`config.mk`:
```
export PLATFORM = sky130hd
export DESIGN_NAME = snell_law
export DESIGN_NICKNAME = d
export VERILOG_FILES = /design/src/rtl/snell_law_pkg.sv /design/src/rtl/snell_div.sv /design/src/rtl/snell_law.sv
export SDC_FILE = /design/constraint.sdc
export NUM_CORES = 1
export LEC_CHECK = 0
export ABC_AREA = 1
export ABC_CLOCK_PERIOD_IN_PS = 8400
export CAP_MARGIN = 20
export CORE_UTILIZATION = 59
export CTS_CLUSTER_DIAMETER = 80
export DETAILED_ROUTE_END_ITERATION = 6
export PLACE_DENSITY = 0.87
export SLEW_MARGIN = 20
export SYNTH_ARGS = -nofsm -noshare
export SYNTH_HDL_FRONTEND = slang
export SYNTH_SLANG_ARGS = --single-unit
export TNS_END_PERCENT = 50
```
`constraint.sdc`:
```
create_clock -name clk -period 8.4 [get_ports clk]
set_input_delay 2.1 -clock clk [delete_from_list [all_inputs] [get_ports clk]]
set_output_delay 2.1 -clock clk [all_outputs]
set_load 0.005 [all_outputs]
```
`src/rtl/snell_law_pkg.sv`:
```
// Shared definitions for the Snell's-law index solver.
// Widths, angle/index limits, the FSM state type, and the quarter-wave
// sine table in Q0.16 (entry k = round(65535*sin(k deg))).
package snell_law_pkg;

  localparam int IDX_W   = 4;
  localparam int ANG_W   = 7;
  localparam int SIN_W   = 16;
  localparam int NUM_W   = 20;
  localparam int ANG_MAX = 90;
  localparam int N_MAX   = 15;
  localparam int DIV_CYC = 20;   // one quotient bit per cycle
  localparam int CNT_W   = 5;

  typedef enum logic [1:0] {IDLE, LOOKUP, DIV, DONE} state_t;

  localparam int SIN_TAB [0:ANG_MAX] = '{
        0,  1144,  2287,  3430,  4571,  5712,  6850,  7987,  9121, 10252,
    11380, 12505, 13625, 14742, 15854, 16962, 18064, 19161, 20251, 21336,
    22414, 23486, 24550, 25607, 26655, 27696, 28729, 29752, 30767, 31772,
    32768, 33753, 34728, 35693, 36647, 37589, 38521, 39440, 40347, 41243,
    42125, 42995, 43851, 44695, 45524, 46340, 47142, 47929, 48702, 49460,
    50203, 50930, 51642, 52339, 53019, 53683, 54331, 54962, 55577, 56174,
    56755, 57318, 57864, 58392, 58902, 59395, 59869, 60325, 60763, 61182,
    61583, 61965, 62327, 62671, 62996, 63302, 63588, 63855, 64103, 64331,
    64539, 64728, 64897, 65047, 65176, 65286, 65375, 65445, 65495, 65525,
    65535
  };

  // Angles past 90 deg fold onto the table end before lookup.
  function automatic logic [SIN_W-1:0] sin_lut(input logic [ANG_W-1:0] ang);
    logic [ANG_W-1:0] a;
    a = (ang > ANG_W'(ANG_MAX)) ? ANG_W'(ANG_MAX) : ang;
    return SIN_W'(SIN_TAB[a]);
  endfunction

endpackage

```
`src/rtl/snell_div.sv`:
```
// Sequential restoring divider, one quotient bit per cycle, MSB first.
//   start       : load operands and perform the first step this edge
//   numerator   : NUM_W-bit dividend
//   denominator : SIN_W-bit divisor (caller handles zero)
//   quotient    : NUM_W-bit quotient
//   remainder   : SIN_W-bit remainder
//   done        : high once all DIV_CYC steps have completed
module snell_div
  import snell_law_pkg::*;
(
  input  logic             clk,
  input  logic             rst,
  input  logic             start,
  input  logic [NUM_W-1:0] numerator,
  input  logic [SIN_W-1:0] denominator,
  output logic [NUM_W-1:0] quotient,
  output logic [SIN_W-1:0] remainder,
  output logic             done
);

  logic             busy;
  logic [CNT_W-1:0] cnt;
  logic [SIN_W-1:0] src_r, nxt_r;
  logic [NUM_W-1:0] src_q, nxt_q;
  logic [SIN_W:0]   trial, diff;
  logic             ge;

  // On start the step operates on the fresh operands, so the first
  // quotient bit is produced on the load edge itself.
  always_comb begin
    src_r = start ? '0 : remainder;
    src_q = start ? numerator : quotient;
    trial = {src_r, src_q[NUM_W-1]};
    diff  = trial - {1'b0, denominator};
    ge    = (trial >= {1'b0, denominator});
    nxt_r = ge ? diff[SIN_W-1:0] : trial[SIN_W-1:0];
    nxt_q = {src_q[NUM_W-2:0], ge};
  end

  always_ff @(posedge clk or negedge rst) begin
    if (!rst) begin
      quotient  <= '0;
      remainder <= '0;
      cnt       <= '0;
      busy      <= 1'b0;
      done      <= 1'b0;
    end else if (start) begin
      quotient  <= nxt_q;
      remainder <= nxt_r;
      cnt       <= CNT_W'(1);
      busy      <= 1'b1;
      done      <= 1'b0;
    end else if (busy) begin
      quotient  <= nxt_q;
      remainder <= nxt_r;
      cnt       <= cnt + CNT_W'(1);
      if (cnt == CNT_W'(DIV_CYC - 1)) begin
        busy <= 1'b0;
        done <= 1'b1;
      end
    end
  end

endmodule

```
`src/rtl/snell_law.sv`:
```
// Solves Snell's law for the medium-1 index:
//   n1 = round(n2*sin(theeta2)/sin(theeta1)), saturated to N_MAX.
// Free-running 23-cycle loop IDLE -> LOOKUP -> DIV(20) -> DONE.
//   clk, rst      : clock, async active-low reset
//   n2            : medium-2 index, 0..15
//   theeta1/2     : incidence / refraction angles in degrees, 0..127
//   n1            : registered result, updated every 23 clocks
module snell_law
  import snell_law_pkg::*;
(
  input  logic             clk,
  input  logic             rst,
  input  logic [IDX_W-1:0] n2,
  input  logic [ANG_W-1:0] theeta1,
  input  logic [ANG_W-1:0] theeta2,
  output logic [IDX_W-1:0] n1
);

  state_t           state;
  logic [IDX_W-1:0] n2_q, res_q;
  logic [ANG_W-1:0] t1_q, t2_q;
  logic [NUM_W-1:0] num_q, quo;
  logic [SIN_W-1:0] den_q, rem;
  logic [CNT_W-1:0] cnt;
  logic             res_vld, div_start, div_done;
  logic [NUM_W:0]   q_rnd;
  logic [IDX_W-1:0] fin;

  assign div_start = (state == DIV) && (cnt == '0) && (den_q != '0);

  snell_div u_div (
    .clk         (clk),
    .rst         (rst),
    .start       (div_start),
    .numerator   (num_q),
    .denominator (den_q),
    .quotient    (quo),
    .remainder   (rem),
    .done        (div_done)
  );

  // Round half up on 2r >= d, then saturate; zero divisor bypasses the divider.
  always_comb begin
    q_rnd = (NUM_W+1)'(quo) +
            (NUM_W+1)'(({rem, 1'b0} >= {1'b0, den_q}) ? 1 : 0);
    if (den_q == '0)
      fin = (num_q != '0) ? IDX_W'(N_MAX) : '0;
    else if (q_rnd > (NUM_W+1)'(N_MAX))
      fin = IDX_W'(N_MAX);
    else
      fin = q_rnd[IDX_W-1:0];
  end

  // The DONE result is held in res_q and moved to n1 on the following
  // IDLE edge, which lands exactly 23 clocks after its own sampling edge.
  // res_vld keeps the first loop after reset from publishing anything.
  always_ff @(posedge clk or negedge rst) begin
    if (!rst) begin
      state   <= IDLE;
      n2_q    <= '0;
      t1_q    <= '0;
      t2_q    <= '0;
      num_q   <= '0;
      den_q   <= '0;
      cnt     <= '0;
      res_q   <= '0;
      res_vld <= 1'b0;
      n1      <= '0;
    end else begin
      case (state)
        IDLE: begin
          n2_q  <= n2;
          t1_q  <= theeta1;
          t2_q  <= theeta2;
          if (res_vld) n1 <= res_q;
          state <= LOOKUP;
        end
        LOOKUP: begin
          num_q <= NUM_W'(n2_q) * NUM_W'(sin_lut(t2_q));
          den_q <= sin_lut(t1_q);
          cnt   <= '0;
          state <= DIV;
        end
        DIV: begin
          cnt <= cnt + CNT_W'(1);
          if (cnt == CNT_W'(DIV_CYC - 1)) state <= DONE;
        end
        DONE: begin
          res_q   <= fin;
          res_vld <= div_done || (den_q == '0);
          state   <= IDLE;
        end
        default: state <= IDLE;
      endcase
    end
  end

endmodule

```
# [Word-level counts from Yosys, hierarchy flattened]
# Memory sizes are Yosys's and may differ from the RTL's. A register that Yosys moved wholly into a read port is not among the register bits.
# Cells that the tools add are included.
[classes] eq_ne=6 muxes=26 add_sub_neg=4 n_reduce_logical=14 bitwise_logic=2 magnitude_cmp=6 mul=1
[op_table] op="$mux W16" n=6
[op_table] op="$mux W20" n=3
[op_table] op="$ge A17 B16 Y1" n=2
[op_table] op="$add A20 B1 Y21" n=1
[op_table] op="$gt A21 B4 Y1 const B" n=1
[op_table] op="$mul A4 B16 Y20" n=1
[op_table] op="$reduce_bool A20 Y1" n=1
[op_table] op="$logic_not A16 Y1" n=1
[op_table] op="$not A7 Y8" n=2
[op_table] op="$reduce_bool A16 Y1" n=1
[op_table] op="$sub A16 B16 Y16" n=1
[op_table] op="$gt A7 B7 Y1 const B" n=2
[op_table] op="$mux W7" n=2
[op_table] op="$mux W4" n=3
[op_table] op="$add A5 B1 Y5 const B" n=2
[op_table] op="$eq A5 B5 Y1 const B" n=2
[op_table] op="$mux W5" n=2
[op_table] op="$pmux W5 S2" n=1
[op_table] op="$ge A8 B8 Y1 const B" n=1
[op_table] op="$pmux W2 S4" n=1
[op_table] op="$mux W1" n=7
[op_table] op="$reduce_bool A2 Y1" n=3
[op_table] op="$logic_not A5 Y1" n=1
[op_table] op="$eq A2 B2 Y1 const B" n=2
[op_table] op="8 further kinds" n=10
[totals] n_memories=2 word_cells=75 in_bits=20 output_inout_bits=4 reg_bits=97 romBits=8192
[mem_list] name="(name not given)" depth=128 width=32 rd=1 rd_clocked_by_memory_dff=1 wr=0 line="snell_law_pkg.sv:34" source="return SIN_W'(SIN_TAB[a]);"
[mem_list] name="(name not given)" depth=128 width=32 rd=1 rd_clocked_by_memory_dff=0 wr=0 line="snell_law_pkg.sv:34"

# [Longest topological paths before layout]
# Gate-level depths: netlist of run 1.
[logic_depth] ltp_word=8 mapped_depth=37 ltp_nobuf=36

# [Cells and area by module]
# A second synthesis of run 1 with hierarchy kept.
[unflattened] hier_cells=2048 area_unflattened_um2=12861.1
[by_module_without_submodules] mod="snell_law" seq_area_each_um2=1751.7 instances=1 cells_per_inst=1560 area_each_um2=9645.5
[by_module_without_submodules] mod="snell_div" seq_area_each_um2=1076.0 instances=1 cells_per_inst=488 area_each_um2=3215.6

# [Least setup slack after synthesis of run 1]
# Ideal clock, no wire load.
[synth_path] path_type="register to register" from="register t2_q[2]" to="register num_q[13]" n_path_buf=1 stages_incl_launch_ff=30 required_ps=8267 setup_ps=133 slack_ps=3395 arrival_ps=4872 period_less_slack_ps=5005 path_cell_list="dfrtp_1 > inv_2 > nand2_1 > nand2_1 > nand2_1 > nand2_2 > buf_4 > nand2_1 > inv_1 > ha_1 > inv_1 > nand2_1 > nand2_1 > nand2_1 > o211ai_1 > a21oi_1 > fa_1 > inv_1 > fa_1 > inv_1 > ha_1 > a21oi_1 > o21ai_0 > inv_1 > nand2_1 > a21oi_1 > o21ai_0 > or2_2 > nand3_1 > o21ai_0"
[synth_via] elab_chain_len=7
[synth_lines] element="start, declared" line="snell_law.sv:21" source="logic [ANG_W-1:0] t1_q, t2_q;"
[synth_lines] element="start signal, assigned" line="snell_law.sv:74" source="t2_q <= theeta2;"
[synth_lines] element="$gt A7 B7 Y1" line="snell_law_pkg.sv:33" source="a = (ang > ANG_W'(ANG_MAX)) ? ANG_W'(ANG_MAX) : ang;"
[synth_lines] element="$mux W7 *" line="snell_law_pkg.sv:33"
[synth_lines] element="$not A7 Y8 (not written as such) *" line="snell_law_pkg.sv:34"
[synth_lines] element="$mem_v2 Z128 W32 *"
[synth_lines] element="$mux W16 (not written as such) * (2 in a row)" line="snell_law_pkg.sv:34"
[synth_lines] element="$mul A4 B16 Y20 *" line="snell_law.sv:79" source="num_q <= NUM_W'(n2_q) * NUM_W'(sin_lut(t2_q));"
[synth_lines] element="end signal, assigned" line="snell_law.sv:79"
[synth_lines] element="end, declared" line="snell_law.sv:22" source="logic [NUM_W-1:0] num_q, quo;"
# Every way passes the cells marked *; elsewhere a longest branch is shown, timed or not. The select of a mux whose other input is x is not followed.
# A chain may end at the register's enable or synchronous reset.

# [Worst setup path after layout of run 1]
[layout_path] from="register t2_q[2]" to="register num_q[15]"
# Same word-level chain as after synthesis.

==> results.md, run 1 <==
* Slowest cell on the critical path: dfrtp_1
* Minimum clock period at 6700 ps
* Post-synth cell types at 51
* DR pass1 iterations at 6
* Reg2reg start: t2_q[2]
* Clk_skew at 12.3 ps
* # clock sinks at 113
* Reg-to-reg critical path endpoint: num_q[15]
* Syn_nets at 2130
* Remaining global-route overflow at 0
* DR vias at 13999
* Seq/Total Area, Yosys at 22.6%
* CTS Buf Count at 17
* Switching power at 1.22 mW
* RSZ-0062 raised after global routing: no
* Static Leak at 7.16 nW
* Fill cells at 1831
* Final period util at 79.8%
* Core area at 20500 um2
* Post-CTS resize count at 0
* Power share of the clock group at 27.3%
* Total power at 2.75 mW
* Setup_tns at 0 ps
* Dpl hpwl at 29.8 mm
* Final WL at 42.0 mm
* Post-synth ARST share at 100%
* Die Ht at 148 um
* Synthesized cell area at 12500 um2
* Vias in the first global route at 13129
* Worst Max-Slew Pin Slew at 1140 ps
* Initial Utilization at 61.1%
* Num rows at 52
* Syn Inst Count at 1989
* Most used DFF post-synth: dfrtp_1
* Reg power frac at 28.8%
* Yosys reg bits at 113
* Clk_lat worst skew at 440 ps
* Sw Ratio at 44.3%
* Antenna-violating nets left at 0
* Area leader, netlist: dfrtp_1
* Max Root-Sink Buffers at 2
* Vias per cell at 6.23
* Final Slew Violations at 0
* Maximum clock rate at 0.149 GHz
* Worst setup EP type: flip-flop
* Clock H-tree levels at 4
* CP max stage delay at 670 ps
* Comb power frac at 43.9%
* Area of the die at 21800 um2
* Drt drc at 0
* Hold Path Sink: num_q[0]
* Status: finished, final reports clean
* Ports at 24
* Layout Nets at 2104
* Die width at 148 um
* Kind of critical path: reg2reg
* Post-CTS Hold Buffers at 0
* First-pass GRT wire length at 68.2 mm
* Final Hold Vio Count at 0
* Worst Path Arrival at 6960 ps
* Clock root buffer master: clkbuf_16
* PD cells at 206 nW/um2
* CP Max Fanout at 22
* Setup slack, reg-to-reg at 1700 ps
* Post-CTS setup buffers at 0
* WL/cell at 18.7 um
* GRT Total Usage at 39.7%
* Peak VDD IR at 0.168 mV
* Synth-to-layout area growth at 6.70%
* Setup violations, final at 0
* Normalized max-slew margin at 23.7%
* Ant. Diodes at 0
* Initial antenna violation count at 0
* Largest net degree at the start of global routing at 71
* Internal at 1.53 mW
* Synth top area cells: dfrtp_1 (23%), nand2_1 (19%), nand3_1 (10%)
* Reg2reg path depth at 32
* Area share of the largest cell type after synthesis at 22.6%
* Avg Cell Area, Syn at 6.29 um2
* CTS tree: yes
* HP Class: reg2reg
* Synth warn at 0
* CP dominant cell by count: nand2_1
* Iteration-0 DRC Markers at 1795
* IO Port Bufs at 23
* GP Congestion at 1.02
* Number of flops mapped to enable cells by yosys at 0
* Worst Path Required at 8660 ps
* Share of cells above drive strength 1 at 4.10%
* MaxCap Viol Count at 0
* Clk pin slew, worst setup/hold paths at 70 ps
* Hold_sp: num_q[0]
* Startpoint Class: flip-flop
* Hold path depth at 2
-- power by group through the flow --
stage	Sequential, mW	Clock (mW)	Combinational, mW
final	0.794	0.753	1.21
after global routing	0.807	0.770	1.35
after CTS	0.787	0.749	1.18
after detailed placement	0.794	0	1.16
after global placement	0.787	0	1.13
after floorplan	0.745	0	0.896
-- cell usage after synthesis, types with 3 or more instances --
library cell / instances
nand2_1: 624
nand3_1: 250
inv_1: 223
nor2_1: 178
dfrtp_1: 113
a21oi_1: 94
ha_1: 92
o21ai_0: 91
clkbuf_1: 35
fa_1: 29
nand4_1: 28
o211ai_1: 27
buf_2: 24
xor2_1: 19
buf_4: 11
xnor2_1: 11
a31oi_1: 10
nor3_1: 10
o221ai_1: 10
inv_2: 9
nand2_2: 9
nand3b_1: 8
nor4_1: 8
o21ai_1: 7
or2_2: 7
clkinv_1: 6
a21o_1: 5
nand3_2: 5
o22ai_1: 5
mux2_2: 4
nor2_4: 4
o21bai_1: 4
a21boi_0: 3
o21a_1: 3
-- registers in the layout (all words and copies together), names as in the netlist, 5 cells and up --
signal           cells
t1_q                 7
den_q               16
u_div.quotient      20
u_div.cnt            5
num_q               20
u_div.remainder     16
t2_q                 7
cnt                  5
-- through the flow --
step,std cells,area (um2),util (%),hold slack [ps],setup WS [ps]
4_1_cts,2246,13400,65.2,494,1930
3_3_place_gp,2214,12800,62.3,468,2090
5_1_grt,2246,13400,65.2,532,1270
2_1_floorplan,1989,12500,-,449,3390
3_5_place_dp,2214,12800,62.3,475,2040
6_report,2246,13400,65.2,491,1700
-- worst max-delay path, delay by kind of cell, from the launching register on --
kind,cells,cell delay [ps]
and+or+nand+nor,17,2470
adders and majority gates,4,1660
AOI/OAI and AO/OA,5,940
buffers and inverters,6,750
DFF,1,670
-- placed cells by master, fill, tap and decap left out, types with 27 or more instances in the layout --
cell,instances
o211ai_1,27
o21ai_0,91
ha_1,91
nand4_1,28
a21oi_1,94
inv_1,223
nand2_1,624
dfrtp_1,113
nor2_1,178
nand3_1,250
fa_1,29
-- cell families (layout without fill, tap and decap cells) --
logic type | after synthesis | in the layout | share of synthesized area [%]
buffers and inverters | 311 | 298 | 9.95
AND/OR/NAND/NOR | 1139 | 1139 | 38.7
flip-flops | 113 | 113 | 22.6
XOR/XNOR | 30 | 30 | 2.10
AO/OA/AOI/OAI | 271 | 271 | 12.4
multiplexers | 4 | 4 | 0.360
adder cells (fa/ha/maj) | 121 | 121 | 13.8
-- worst max-delay path by stage --
stage | from | end | slack, ps | cells after the start
5_1_grt | t2_q[2] | num_q[15] | 1270 | 32
3_3_place_gp | t2_q[2] | num_q[13] | 2090 | 32
2_1_floorplan | t2_q[2] | num_q[13] | 3390 | 29
4_1_cts | t2_q[2] | num_q[15] | 1930 | 32
3_5_place_dp | t2_q[2] | num_q[15] | 2040 | 32
6_report | t2_q[2] | num_q[15] | 1700 | 32
-- layout make-up --
type	count	area, um2	area share (%)
flip-flops and latches	113	2830	21.2
well taps	270	338	2.53
multi-input cells	1565	8450	63.2
repair buffers	28	265	1.99
inverters	238	893	6.69
clock buffers	18	429	3.21
clock inverters	14	156	1.17
-- metal layers --
layer,GRT usage [%],wire (um),share of wire [%],up-vias
met2,63.9,19200,46,889
met1,51.6,16700,40,6488
li1,-,-,-,6448
met3,6.70,4020,9.6,174
met5,0,0,0,-
met4,19.7,2070,4.9,0
Note: power is estimated with default switching activity, not from simulation.
==> run 2: changes to the inputs <==
--- a/config.mk
+++ b/config.mk
@@ -6,7 +6,7 @@
 export NUM_CORES = 1
 export LEC_CHECK = 0
 export ABC_AREA = 1
-export ABC_CLOCK_PERIOD_IN_PS = 8400
+export ABC_CLOCK_PERIOD_IN_PS = 6200
 export CAP_MARGIN = 20
 export CORE_UTILIZATION = 59
 export CTS_CLUSTER_DIAMETER = 80
==> constraint.sdc (replaced) <==
create_clock -name clk -period 6.2 [get_ports clk]
set_input_delay 1.55 -clock clk [delete_from_list [all_inputs] [get_ports clk]]
set_output_delay 1.55 -clock clk [all_outputs]
set_load 0.005 [all_outputs]
==> run 2 against run 1 <==
- non-clock buffer count increased by 19
- cell area increased by 0.83%
- global-route usage increased by 0.094 points
- worst hold slack improved by 1.3 ps
- clock power increased by 21%
- routed wire length increased by 1.0%
- first-iteration DRC count increased by 8.1%
- critical endpoint is now num_q[13]
- largest cell class unchanged
- highest routed layer unchanged
==> results.md, run 2 (same netlist as run 1, synthesis figures left out) <==
* DR vias at 14017 (+0.13%)
* Static Leak at 7.21 nW (+0.74%)
* Post-CTS resize count at 0 (unchanged)
* Area of the die at 21800 um2 (unchanged)
* Maximum clock rate at 0.176 GHz (+18%)
* Reg-to-reg critical path endpoint: num_q[13]
* Status: finished, final reports clean
* Num rows at 52 (unchanged)
* Design Area, Final at 13500 um2 (+0.83%)
* Die Ht at 148 um (unchanged)
* Initial antenna violation count at 0 (unchanged)
* Largest net degree at the start of global routing at 81 (+14%)
* Vias per cell at 6.19 (-0.71%)
* Clock root buffer master: clkbuf_16
* PD cells at 271 nW/um2 (+31%)
* Normalized max-slew margin at 28.3% (+4.6 points)
* Hold path depth at 2 (unchanged)
* Minimum clock period at 5680 ps (-1020 ps)
* Hold_sp: num_q[0]
* Setup violations, final at 0 (unchanged)
* First-pass GRT wire length at 68.6 mm (+0.66%)
* Ports at 24 (unchanged)
* IO Port Bufs at 23 (unchanged)
* Worst Path Required at 6470 ps (-2190 ps)
* Initial Utilization at 61.1% (unchanged)
* Dpl ws at 817 ps (-1220 ps)
* Top flop regs: num_q (20), u_div.quotient (20)
* CTS tree: yes
* Kind of critical path: reg2reg
* Core area at 20500 um2 (unchanged)
* Post-CTS setup buffers at 0 (unchanged)
* Setup WS post-layout at 523 ps (-1180 ps)
* Startpoint Class: flip-flop
* Worst Max-Slew Pin Slew at 1070 ps (-68.8 ps)
* Layout Nets at 2123 (+0.90%)
* Slowest cell on the critical path: dfrtp_1
* Clk_skew at 18.4 ps (+6.10 ps)
* CP Max Fanout at 9 (-59%)
* Iteration-0 DRC Markers at 1941 (+8.1%)
* GRT Total Usage at 39.8% (+0.094 points)
* Clock H-tree levels at 4 (unchanged)
* Worst Path Arrival at 5940 ps (-1020 ps)
* MaxCap Viol Count at 0 (unchanged)
* Most frequent cells in the layout: nand2_1 (624), nand3_1 (250), inv_1 (223)
* Remaining global-route overflow at 0 (unchanged)
* # clock sinks at 113 (unchanged)
* Final period util at 91.6% (+12 points)
* Post-CTS Hold Buffers at 0 (unchanged)
* Dpl hpwl at 30.5 mm (+2.3%)
* Reg2reg start: t2_q[6]
* Ant. Diodes at 0 (unchanged)
* Clk_lat worst skew at 420 ps (-20 ps)
* Vias in the first global route at 13169 (+0.30%)
* Setup slack, reg-to-reg at 520 ps (-1180 ps)
* Most common cell after layout, fill and taps aside: nand2_1
* Max Root-Sink Buffers at 2 (unchanged)
* CTS Buf Count at 17 (unchanged)
* Hold Path Sink: num_q[0]
* Total power at 3.65 mW (+33%)
* Antenna-violating nets left at 0 (unchanged)
* GP Congestion at 1.06 (+3.5%)
* CP max stage delay at 680 ps (about the same)
* Synth-to-layout area growth at 7.59%
* Share of cells above drive strength 1 at 5.01% (+0.91 points)
* Final WL at 42.4 mm (+1.0%)
* Clk pin slew, worst setup/hold paths at 60 ps (about the same)
* WL/cell at 18.7 um (+0.20%)
* Die width at 148 um (unchanged)
* RSZ-0062 raised after global routing: no
* Final Hold Vio Count at 0 (unchanged)
* Drt drc at 0 (unchanged)
* Reg2reg path depth at 28 (-13%)
* Worst setup EP type: flip-flop
* Final Slew Violations at 0 (unchanged)
* DR pass1 iterations at 6 (unchanged)
* Setup_tns at 0 ps (unchanged)
* Post-DP Area at 12900 um2 (+1.2%)
* Peak VDD IR at 0.230 mV (+37%)
* HP Class: reg2reg
## run 2: changes by cell type in the layout (fill, tap and decap cells not counted)
cell	delta
buf_4	+17
bufinv_16	-2
clkinvlp_4	+6
buf_6	+1
buf_12	+1
inv_8	+1
clkinv_4	-5
## run 2: worst max path at each step
stage,startpoint,end,cells after the start
2_1_floorplan,t2_q[2],num_q[13],29
3_3_place_gp,t2_q[6],num_q[13],24
3_5_place_dp,t2_q[6],num_q[13],27
4_1_cts,t2_q[6],num_q[13],28
5_1_grt,t2_q[6],num_q[13],24
6_report,t2_q[6],num_q[13],28
## run 2: layout make-up
type	count	area (um2)
Fill cell	1852	7030
Inverter	238	893
Sequential cell	113	2830
Multi-Input combinational cell	1565	8450
Timing Repair Buffer	47	424
Clock inverter	14	109
Clock buffer	18	429
Tap cell	270	338
## run 2: layer usage
| layer | track usage, % | up-vias | share of wire (%) |
|---|---|---|---|
| met5 | 0 | - | 0 |
| met4 | 20.4 | 0 | 4.6 |
| met3 | 7.10 | 163 | 9.7 |
| met2 | 62.5 | 855 | 45 |
| met1 | 52.5 | 6509 | 41 |
| li1 | - | 6490 | - |
## run 2: power by group
part           switching (mW)  internal (mW)  total (mW)  leakage (nW)
clock                   0.396          0.515       0.911         0.243
sequential              0.178          0.903        1.08          1.36
combinational            1.07          0.589        1.66          5.61
## run 2: per-stage QoR
stage	hold WS (ps)	cells	util, %
after floorplan	449	1989	-
after global placement	467	2233	63.1
after detailed placement	475	2233	63.1
after CTS	495	2265	65.7
after global routing	535	2265	65.7
final	492	2265	65.7
## run 2: critical path: cells and delay by family (launching register included)
| kind | cells | cell delay, ps |
|---|---|---|
| AND/OR/NAND/NOR | 14 | 1980 |
| adder cells (fa/ha/maj) | 4 | 1630 |
| AO/OA/AOI/OAI | 5 | 850 |
| flip-flops | 1 | 680 |
| buffers and inverters | 5 | 410 |
